File: config.mk
export PLATFORM = sky130hd
export DESIGN_NAME = lsc_ml_class_filter
export DESIGN_NICKNAME = d
export VERILOG_FILES = /design/src/rtl/lsc_ml_class_filter_pkg.sv /design/src/rtl/lsc_ml_stable_filter.sv /design/src/rtl/lsc_ml_class_filter.sv
export SDC_FILE = /design/constraint.sdc
export NUM_CORES = 1
export LEC_CHECK = 0
export ABC_AREA = 1
export CAP_MARGIN = 20
export CORE_MARGIN = 5
export CORE_UTILIZATION = 57
export CTS_CLUSTER_DIAMETER = 120
export DETAILED_ROUTE_END_ITERATION = 16
export HOLD_SLACK_MARGIN = 0.1
export PLACE_DENSITY = 0.91
export SLEW_MARGIN = 10
export SYNTH_ARGS = -nofsm -noshare
export SYNTH_HDL_FRONTEND = slang
export SYNTH_SLANG_ARGS = --single-unit
File: constraint.sdc
create_clock -name clk -period 6.35 [get_ports clk]
set_clock_uncertainty 0.15 [all_clocks]
set_input_delay 1.5875 -clock clk [delete_from_list [all_inputs] [get_ports clk]]
set_output_delay 1.5875 -clock clk [all_outputs]
set_load 0.02 [all_outputs]
File: src/rtl/lsc_ml_class_filter_pkg.sv
// Shared definitions for the CNN class post-processor: NONE encoding, index
// width helper and the stability-stage action codes.
package lsc_ml_class_filter_pkg;

  // Smallest r with 2**r >= value; used to size class indices.
  function automatic int clog2_fn(input int value);
    int r;
    r = 0;
    while ((1 << r) < value) r++;
    return r;
  endfunction

  // NONE is encoded as index == NUM_CLASS, so the index width must hold NUM_CLASS.
  function automatic int none_code(input int num_class);
    return num_class;
  endfunction

  typedef enum logic [1:0] {
    STAB_HOLD    = 2'd0,
    STAB_INC     = 2'd1,
    STAB_RESTART = 2'd2,
    STAB_CLEAR   = 2'd3
  } stab_act_e;

endpackage

File: src/rtl/lsc_ml_stable_filter.sv
// Temporal stability filter: tracks how many consecutive frames repeated the
// same candidate and switches the debounced class once that run is long enough.
module lsc_ml_stable_filter
  import lsc_ml_class_filter_pkg::*;
#(
  parameter int NUM_CLASS  = 4,
  parameter int CLS_W      = clog2_fn(NUM_CLASS + 1),
  parameter int CNT_W      = 4,
  parameter int STABLE_CNT = 2
) (
  input  logic                 clk,
  input  logic                 resetn,
  input  logic                 i_clear,
  input  logic                 i_vld,
  input  logic [CLS_W-1:0]     i_cand,
  output logic [CLS_W-1:0]     o_class,
  output logic [NUM_CLASS-1:0] o_onehot,
  output logic                 o_upd,
  output logic [CNT_W-1:0]     o_stable
);

  localparam logic [CLS_W-1:0] NONE     = CLS_W'(none_code(NUM_CLASS));
  localparam logic [CNT_W-1:0] CNT_MAX  = '1;
  localparam logic [CNT_W-1:0] STABLE_V = CNT_W'(STABLE_CNT);

  logic [CLS_W-1:0]     r_last;
  logic [CLS_W-1:0]     r_class;
  logic [CNT_W-1:0]     r_cnt;
  logic [NUM_CLASS-1:0] r_onehot;
  logic                 r_upd;
  logic [NUM_CLASS-1:0] w_onehot;
  logic                 w_switch;
  stab_act_e            w_act;

  always_comb begin
    w_act = STAB_HOLD;
    if (i_clear) begin
      w_act = STAB_CLEAR;
    end else if (i_vld) begin
      w_act = (i_cand == r_last) ? STAB_INC : STAB_RESTART;
    end
  end

  // The switch looks at the registered last/cnt, so it lands one cycle after
  // the count update; a clear in that cycle suppresses it.
  assign w_switch = (w_act != STAB_CLEAR) && (r_cnt >= STABLE_V) && (r_last != r_class);

  always_comb begin
    w_onehot = '0;
    for (int k = 0; k < NUM_CLASS; k++) begin
      w_onehot[k] = (r_last == CLS_W'(k));
    end
  end

  always_ff @(posedge clk or negedge resetn) begin
    if (!resetn) begin
      r_last   <= NONE;
      r_cnt    <= '0;
      r_class  <= NONE;
      r_onehot <= '0;
      r_upd    <= 1'b0;
    end else begin
      r_upd <= 1'b0;
      case (w_act)
        STAB_CLEAR: begin
          r_last   <= NONE;
          r_cnt    <= '0;
          r_class  <= NONE;
          r_onehot <= '0;
        end
        STAB_INC: begin
          if (r_cnt != CNT_MAX) r_cnt <= r_cnt + 1'b1;
        end
        STAB_RESTART: begin
          r_cnt  <= '0;
          r_last <= i_cand;
        end
        default: ;
      endcase
      if (w_switch) begin
        r_class  <= r_last;
        r_onehot <= w_onehot;
        r_upd    <= 1'b1;
      end
    end
  end

  assign o_class  = r_class;
  assign o_onehot = r_onehot;
  assign o_upd    = r_upd;
  assign o_stable = r_cnt;

endmodule

File: src/rtl/lsc_ml_class_filter.sv
// CNN classifier post-processor: running argmax over NUM_CLASS signed scores
// with negative rejection and a confidence margin, followed by a stability filter.
module lsc_ml_class_filter
  import lsc_ml_class_filter_pkg::*;
#(
  parameter int          NUM_CLASS     = 4,
  parameter int          SCORE_W       = 16,
  parameter int unsigned MARGIN        = 0,
  parameter int          EN_NEG_REJECT = 1,
  parameter int          STABLE_CNT    = 2,
  parameter int          CNT_W         = 4,
  parameter int          CLS_W         = clog2_fn(NUM_CLASS + 1)
) (
  input  logic                 clk,
  input  logic                 resetn,
  input  logic                 i_start,
  input  logic                 i_clear,
  input  logic                 i_we,
  input  logic [SCORE_W-1:0]   i_din,
  output logic                 o_frame_done,
  output logic [CLS_W-1:0]     o_cand,
  output logic [SCORE_W-1:0]   o_best,
  output logic [CLS_W-1:0]     o_class,
  output logic [NUM_CLASS-1:0] o_onehot,
  output logic                 o_upd,
  output logic [CNT_W-1:0]     o_stable
);

  localparam logic [CLS_W-1:0] NONE     = CLS_W'(none_code(NUM_CLASS));
  localparam logic [CLS_W-1:0] LAST_IDX = CLS_W'(NUM_CLASS - 1);
  localparam logic [31:0]      MARGIN_V = 32'(MARGIN);

  // Score stream: i_we is a one-cycle valid strobe with no back-pressure; every
  // strobe is consumed in the cycle it is sampled and i_start may share that cycle.
  logic [CLS_W-1:0]          r_idx;
  logic signed [SCORE_W-1:0] r_best;
  logic [CLS_W-1:0]          r_best_idx;
  logic                      r_best_vld;
  logic signed [SCORE_W-1:0] r_sec;
  logic                      r_sec_vld;
  logic                      r_done;
  logic [CLS_W-1:0]          r_cand;
  logic [SCORE_W-1:0]        r_best_out;

  logic [CLS_W-1:0]          w_idx;
  logic                      w_b_vld;
  logic                      w_s_vld;
  logic                      w_elig;
  logic                      w_last;
  logic signed [SCORE_W-1:0] w_n_best;
  logic [CLS_W-1:0]          w_n_best_idx;
  logic                      w_n_best_vld;
  logic signed [SCORE_W-1:0] w_n_sec;
  logic                      w_n_sec_vld;
  logic [SCORE_W:0]          w_diff;
  logic                      w_short;
  logic [CLS_W-1:0]          w_cand;

  assign w_elig = (EN_NEG_REJECT == 0) || !i_din[SCORE_W-1];

  always_comb begin
    w_idx        = i_start ? '0 : r_idx;
    w_b_vld      = r_best_vld && !i_start;
    w_s_vld      = r_sec_vld && !i_start;
    w_n_best     = r_best;
    w_n_best_idx = r_best_idx;
    w_n_best_vld = w_b_vld;
    w_n_sec      = r_sec;
    w_n_sec_vld  = w_s_vld;
    if (i_we && w_elig) begin
      // Strict comparisons keep ties on the lower index.
      if (!w_b_vld || ($signed(i_din) > r_best)) begin
        w_n_sec      = r_best;
        w_n_sec_vld  = w_b_vld;
        w_n_best     = $signed(i_din);
        w_n_best_idx = w_idx;
        w_n_best_vld = 1'b1;
      end else if (!w_s_vld || ($signed(i_din) > r_sec)) begin
        w_n_sec     = $signed(i_din);
        w_n_sec_vld = 1'b1;
      end
    end
  end

  assign w_last = i_we && (w_idx == LAST_IDX);

  // One extra bit keeps best - second from overflowing; it is never negative.
  assign w_diff  = {w_n_best[SCORE_W-1], w_n_best} - {w_n_sec[SCORE_W-1], w_n_sec};
  assign w_short = w_n_sec_vld && ({{(31 - SCORE_W){1'b0}}, w_diff} < MARGIN_V);
  assign w_cand  = (!w_n_best_vld || w_short) ? NONE : w_n_best_idx;

  always_ff @(posedge clk or negedge resetn) begin
    if (!resetn) begin
      r_idx      <= '0;
      r_best     <= '0;
      r_best_idx <= '0;
      r_best_vld <= 1'b0;
      r_sec      <= '0;
      r_sec_vld  <= 1'b0;
      r_done     <= 1'b0;
      r_cand     <= NONE;
      r_best_out <= '0;
    end else begin
      r_done     <= w_last;
      r_best     <= w_n_best;
      r_best_idx <= w_n_best_idx;
      r_sec      <= w_n_sec;
      r_best_vld <= w_n_best_vld && !w_last;
      r_sec_vld  <= w_n_sec_vld && !w_last;
      if (i_we) begin
        r_idx <= w_last ? '0 : w_idx + 1'b1;
      end else begin
        r_idx <= w_idx;
      end
      if (w_last) begin
        r_cand     <= w_cand;
        r_best_out <= w_n_best_vld ? w_n_best : '0;
      end
    end
  end

  lsc_ml_stable_filter #(
    .NUM_CLASS  (NUM_CLASS),
    .CLS_W      (CLS_W),
    .CNT_W      (CNT_W),
    .STABLE_CNT (STABLE_CNT)
  ) u_stable (
    .clk      (clk),
    .resetn   (resetn),
    .i_clear  (i_clear),
    .i_vld    (r_done),
    .i_cand   (r_cand),
    .o_class  (o_class),
    .o_onehot (o_onehot),
    .o_upd    (o_upd),
    .o_stable (o_stable)
  );

  assign o_frame_done = r_done;
  assign o_cand       = r_cand;
  assign o_best       = r_best_out;

endmodule

==> summary by stage <==
Outcome
The flow ran to the end, and the final reports show no timing, DRC or antenna violations.

Placement
The minimum setup slack after placement is 1.67 ns. The weighted congestion at the end of routability-driven global placement is 0.816. In this run the tool buffered the top-level ports with 52 buffer cells. The cell area after placement is 0.00366 sq mm. Detailed placement ended at an HPWL of 4.69 mm.

Logic synthesis
After synthesis the cells add up to 0.00311 sq mm. The share of the Yosys chip area taken by registers is 0.469. For this run, the leading register cell type out of synthesis is dfrtp_1. The most numerous cell in the Yosys netlist is nand2_1. After technology mapping, the gate count stands at 348. The count of warnings emitted by yosys is 0.

In the post-synthesis netlist, the biggest area contributors are dfrtp_1 (44%), nand2_1 (8.8%), ha_1 (7.7%). The biggest area consumer among synthesized cells is dfrtp_1. The commonest cells after synthesis are nand2_1 (73), dfrtp_1 (55), inv_1 (54), nand3_1 (32), ha_1 (19).

Of the post-synthesis cell area, the dominant cell type holds 0.443. In this run, synthesis inferred 0 flip-flops with an integrated enable. The average footprint of a synthesized cell is 8.92 sq um. After synthesis, the share of flip-flops with an asynchronous set or reset is 1.00. The synthesized design contains 58 register bits. The post-synth net total is 388.

The synthesized netlist contains 38 unique library cells.

Pwr
The share of total power in sequential cells is 0.404. For this design the total switching power over the nets is 310 uW. The power density normalized to cell area is 279 mW/mm^2. Across the VDD grid, the largest voltage drop is 0.197 mV. The net switching share of the total power is 0.285. The relative contribution of combinational cells to total power is 0.228. The internal portion of the total power is 777 uW. The leakage power is 1.99 nW.

Of the total power, the clock network draws 0.368.

Hold path
The tightest min-delay check is of the flop to flop type.

Job
The count of max-cap constraint violations is 0.

Global route
The first global-routing pass estimated 11.3 mm of wire. The pin count of the biggest net entering global routing is 59. For this run, the total global-route usage over all layers was measured as 0.201.

The total grt overflow is 0. The initial antenna violation count was 0. The number of global-route vias before repair was 2524.

Route
Dividing the detail-routed wire length by the instance count gives 13.9 um. Across all layers, the routed design uses 2463 vias. The number of nets still failing antenna checks after routing is 0.

Before antenna repair, the detailed router went through 4 iterations. In the routed design, unresolved DRC markers number 0. Dividing the detail-routed via count by the number of cells gives 5.13.

The total wirelength of the detailed-routed design is 6.68 mm. The first routing iteration left 176 violations.

STA
After layout, the minimum clock period comes to 4.35 ns. The worst pin sits at a relative slew slack of 0.342. The final count of hold timing violations is 0. The share of the cycle needed by the critical path after routing is 0.684. Setup violations remaining at the end of the flow were counted as 0. Across all setup checks in the final design, the least slack found is 2.00 ns. At the pin with the least slew margin, the transition time is 0.985 ns. Setup repair after global routing left no endpoint under its margin. The final count of pins violating max slew is 0. The sum of negative setup slack is 0 ns. The worst hold-check slack is 0.327 ns. The fmax is 230 MHz.

Setup path
Of all nets on the critical path, the largest fanout is 20. The count of buffer and inverter cells on the critical path is 5. Data on the critical path arrives at its endpoint at 4.41 ns. The worst setup path category is input pin to flop. The sort of element at the start of the critical path is an input pin. Grouping stages by cell kind, the critical path spends the most delay in buffers and inverters. The largest individual stage delay along the critical path comes from the cell nand3_1. The endpoint kind of the worst setup timing path is a flop.

The endpoint required time on the critical path is 6.42 ns. The most numerous cell on the critical path is inv_1. For this run, the slowest stage of the critical path takes 0.59 ns. The critical path goes through clkdlybuf4s50_1 > inv_1 > nand2_1 > inv_1 > ha_1 > nand3_1 > inv_1 > nand2_1 > clkinv_1 > nand3_1 > o21ai_0.

Clock network
The H-tree generated during clock tree synthesis spans 3 levels. The insertion delay of the later-clocked pin in the worst-skew pair is 0.34 ns. The hold buffer count at cts is 0. Clock-pin slew was measured on the worst setup and hold paths at 0.07 ns. The number of clock sinks is 58. No sink is reached through more buffers than the 2 on the longest clock path. The master cell of the clock root buffer is clkbuf_8. The clock tree from TritonCTS is done. Once the clock tree was built, the resizer swapped 0 gates to a different size.

The number of buffers added for setup after CTS is 0. Counting the buffers created by CTS gives 9.

Floorplanning
The floorplan step defined a core boundary enclosing 0.00520 sq mm. The number of rows in the core area is 26. The floorplan die area is 0.00702 sq mm. In this run the vertical extent of the chip is 83.8 um. 53 I/O pins were placed. The die outline width is 83.8 um. The starting utilization of the core area is 0.597.

Final layout
In the final layout, the share of cells above drive strength 1 is 0.107. For this run, the share of the core covered by cells in the final layout is 0.750. The cell area after layout is 0.00390 sq mm.

Relative to the synthesized area, the layout overhead comes to 25.6%. The net total in the final layout is 445. The total inserted antenna cells is 0.
==> per-stage QoR <==
stage / std cells / total power, mW
after floorplan: 348 / 0.592
after global placement: 464 / 0.683
after detailed placement: 464 / 0.692
after CTS: 480 / 1.09
after global routing: 480 / 1.14
final: 480 / 1.09
==> logic make-up after synthesis <==
| kind of cell | count (synthesis) | synth area share |
|---|---|---|
| xor gates and xnor gates | 6 | 0.0169 |
| DFF | 58 | 0.469 |
| adders and majority gates | 19 | 0.0766 |
| buffers and inverters | 62 | 0.0834 |
| and+or+nand+nor | 172 | 0.295 |
| AOI/OAI and AO/OA | 31 | 0.0596 |
==> registers in the layout (all words and copies together) (netlist names) <==
signal	cells
o_best	16
r_best	16
u_stable.o_onehot	4
u_stable.o_stable	4
o_cand	3
r_best_idx	3
r_idx	3
u_stable.o_class	3
u_stable.r_last	3
o_frame_done	1
r_best_vld	1
u_stable.o_upd	1
==> area by class of cell <==
cell class | count | area, sq um
sequential | 58 | 1460
clock inverter | 4 | 72.6
fill | 380 | 1300
inverter | 55 | 206
timing repair buffer | 53 | 523
tap | 70 | 87.6
clock buffer | 12 | 165
multi-input combinational | 228 | 1390
==> layout by cell type, fill, tap and decap left out, drive strengths merged <==
cell            n
a211oi          1
nor4            1
clkdlybuf4s50  51
nor3            1
ha             19
o21ai          13
o21bai          1
bufinv          2
dfstp           3
a21o            1
or2             1
a21oi           8
a32o            1
nor2           15
nand2          88
inv            54
buf             2
nand3          34
o22ai           4
clkinvlp        1
o21a            1
and2           17
clkinv          2
nand4           1
o31ai           1
clkbuf         12
dfrtp          55
nand3b         14
xnor2           6
==> layer usage <==
metal	track usage	wire length, um
met5	0	0
met1	0.254	2980
met4	0.0731	65
met2	0.332	3290
met3	0.0494	347
==> power by group through the flow <==
stage	registers [mW]	clock network, mW	logic, mW
2_1_floorplan	0.469	0	0.123
3_3_place_gp	0.444	0	0.239
3_5_place_dp	0.444	0	0.248
4_1_cts	0.439	0.405	0.251
5_1_grt	0.443	0.421	0.274
6_report	0.439	0.400	0.248
==> worst min-delay path, cell delays in order, from the launching register on <==
cell     delay (ns)
dfrtp_1        0.32
nand2_1        0.06
nand2_1        0.06
==> path summary, 6_finish.rpt <==
path,slack [ns],startpoint,to,depth (start not counted)
max,2.00,i_start,o_cand[1]$_DFFE_PN0P_,11
min,0.33,r_best_idx[2]$_DFF_PN0_,r_best_idx[2]$_DFF_PN0_,2
max reg2reg,3.49,r_idx[0]$_DFF_PN0_,o_cand[1]$_DFFE_PN0P_,9
min reg2reg,0.33,r_best_idx[2]$_DFF_PN0_,r_best_idx[2]$_DFF_PN0_,2
max in group asynchronous,4.35,resetn,o_best[11]$_DFFE_PN0P_,2
min in group asynchronous,1.24,resetn,o_best[3]$_DFFE_PN0P_,2
Power figures use the tool's default switching activity.
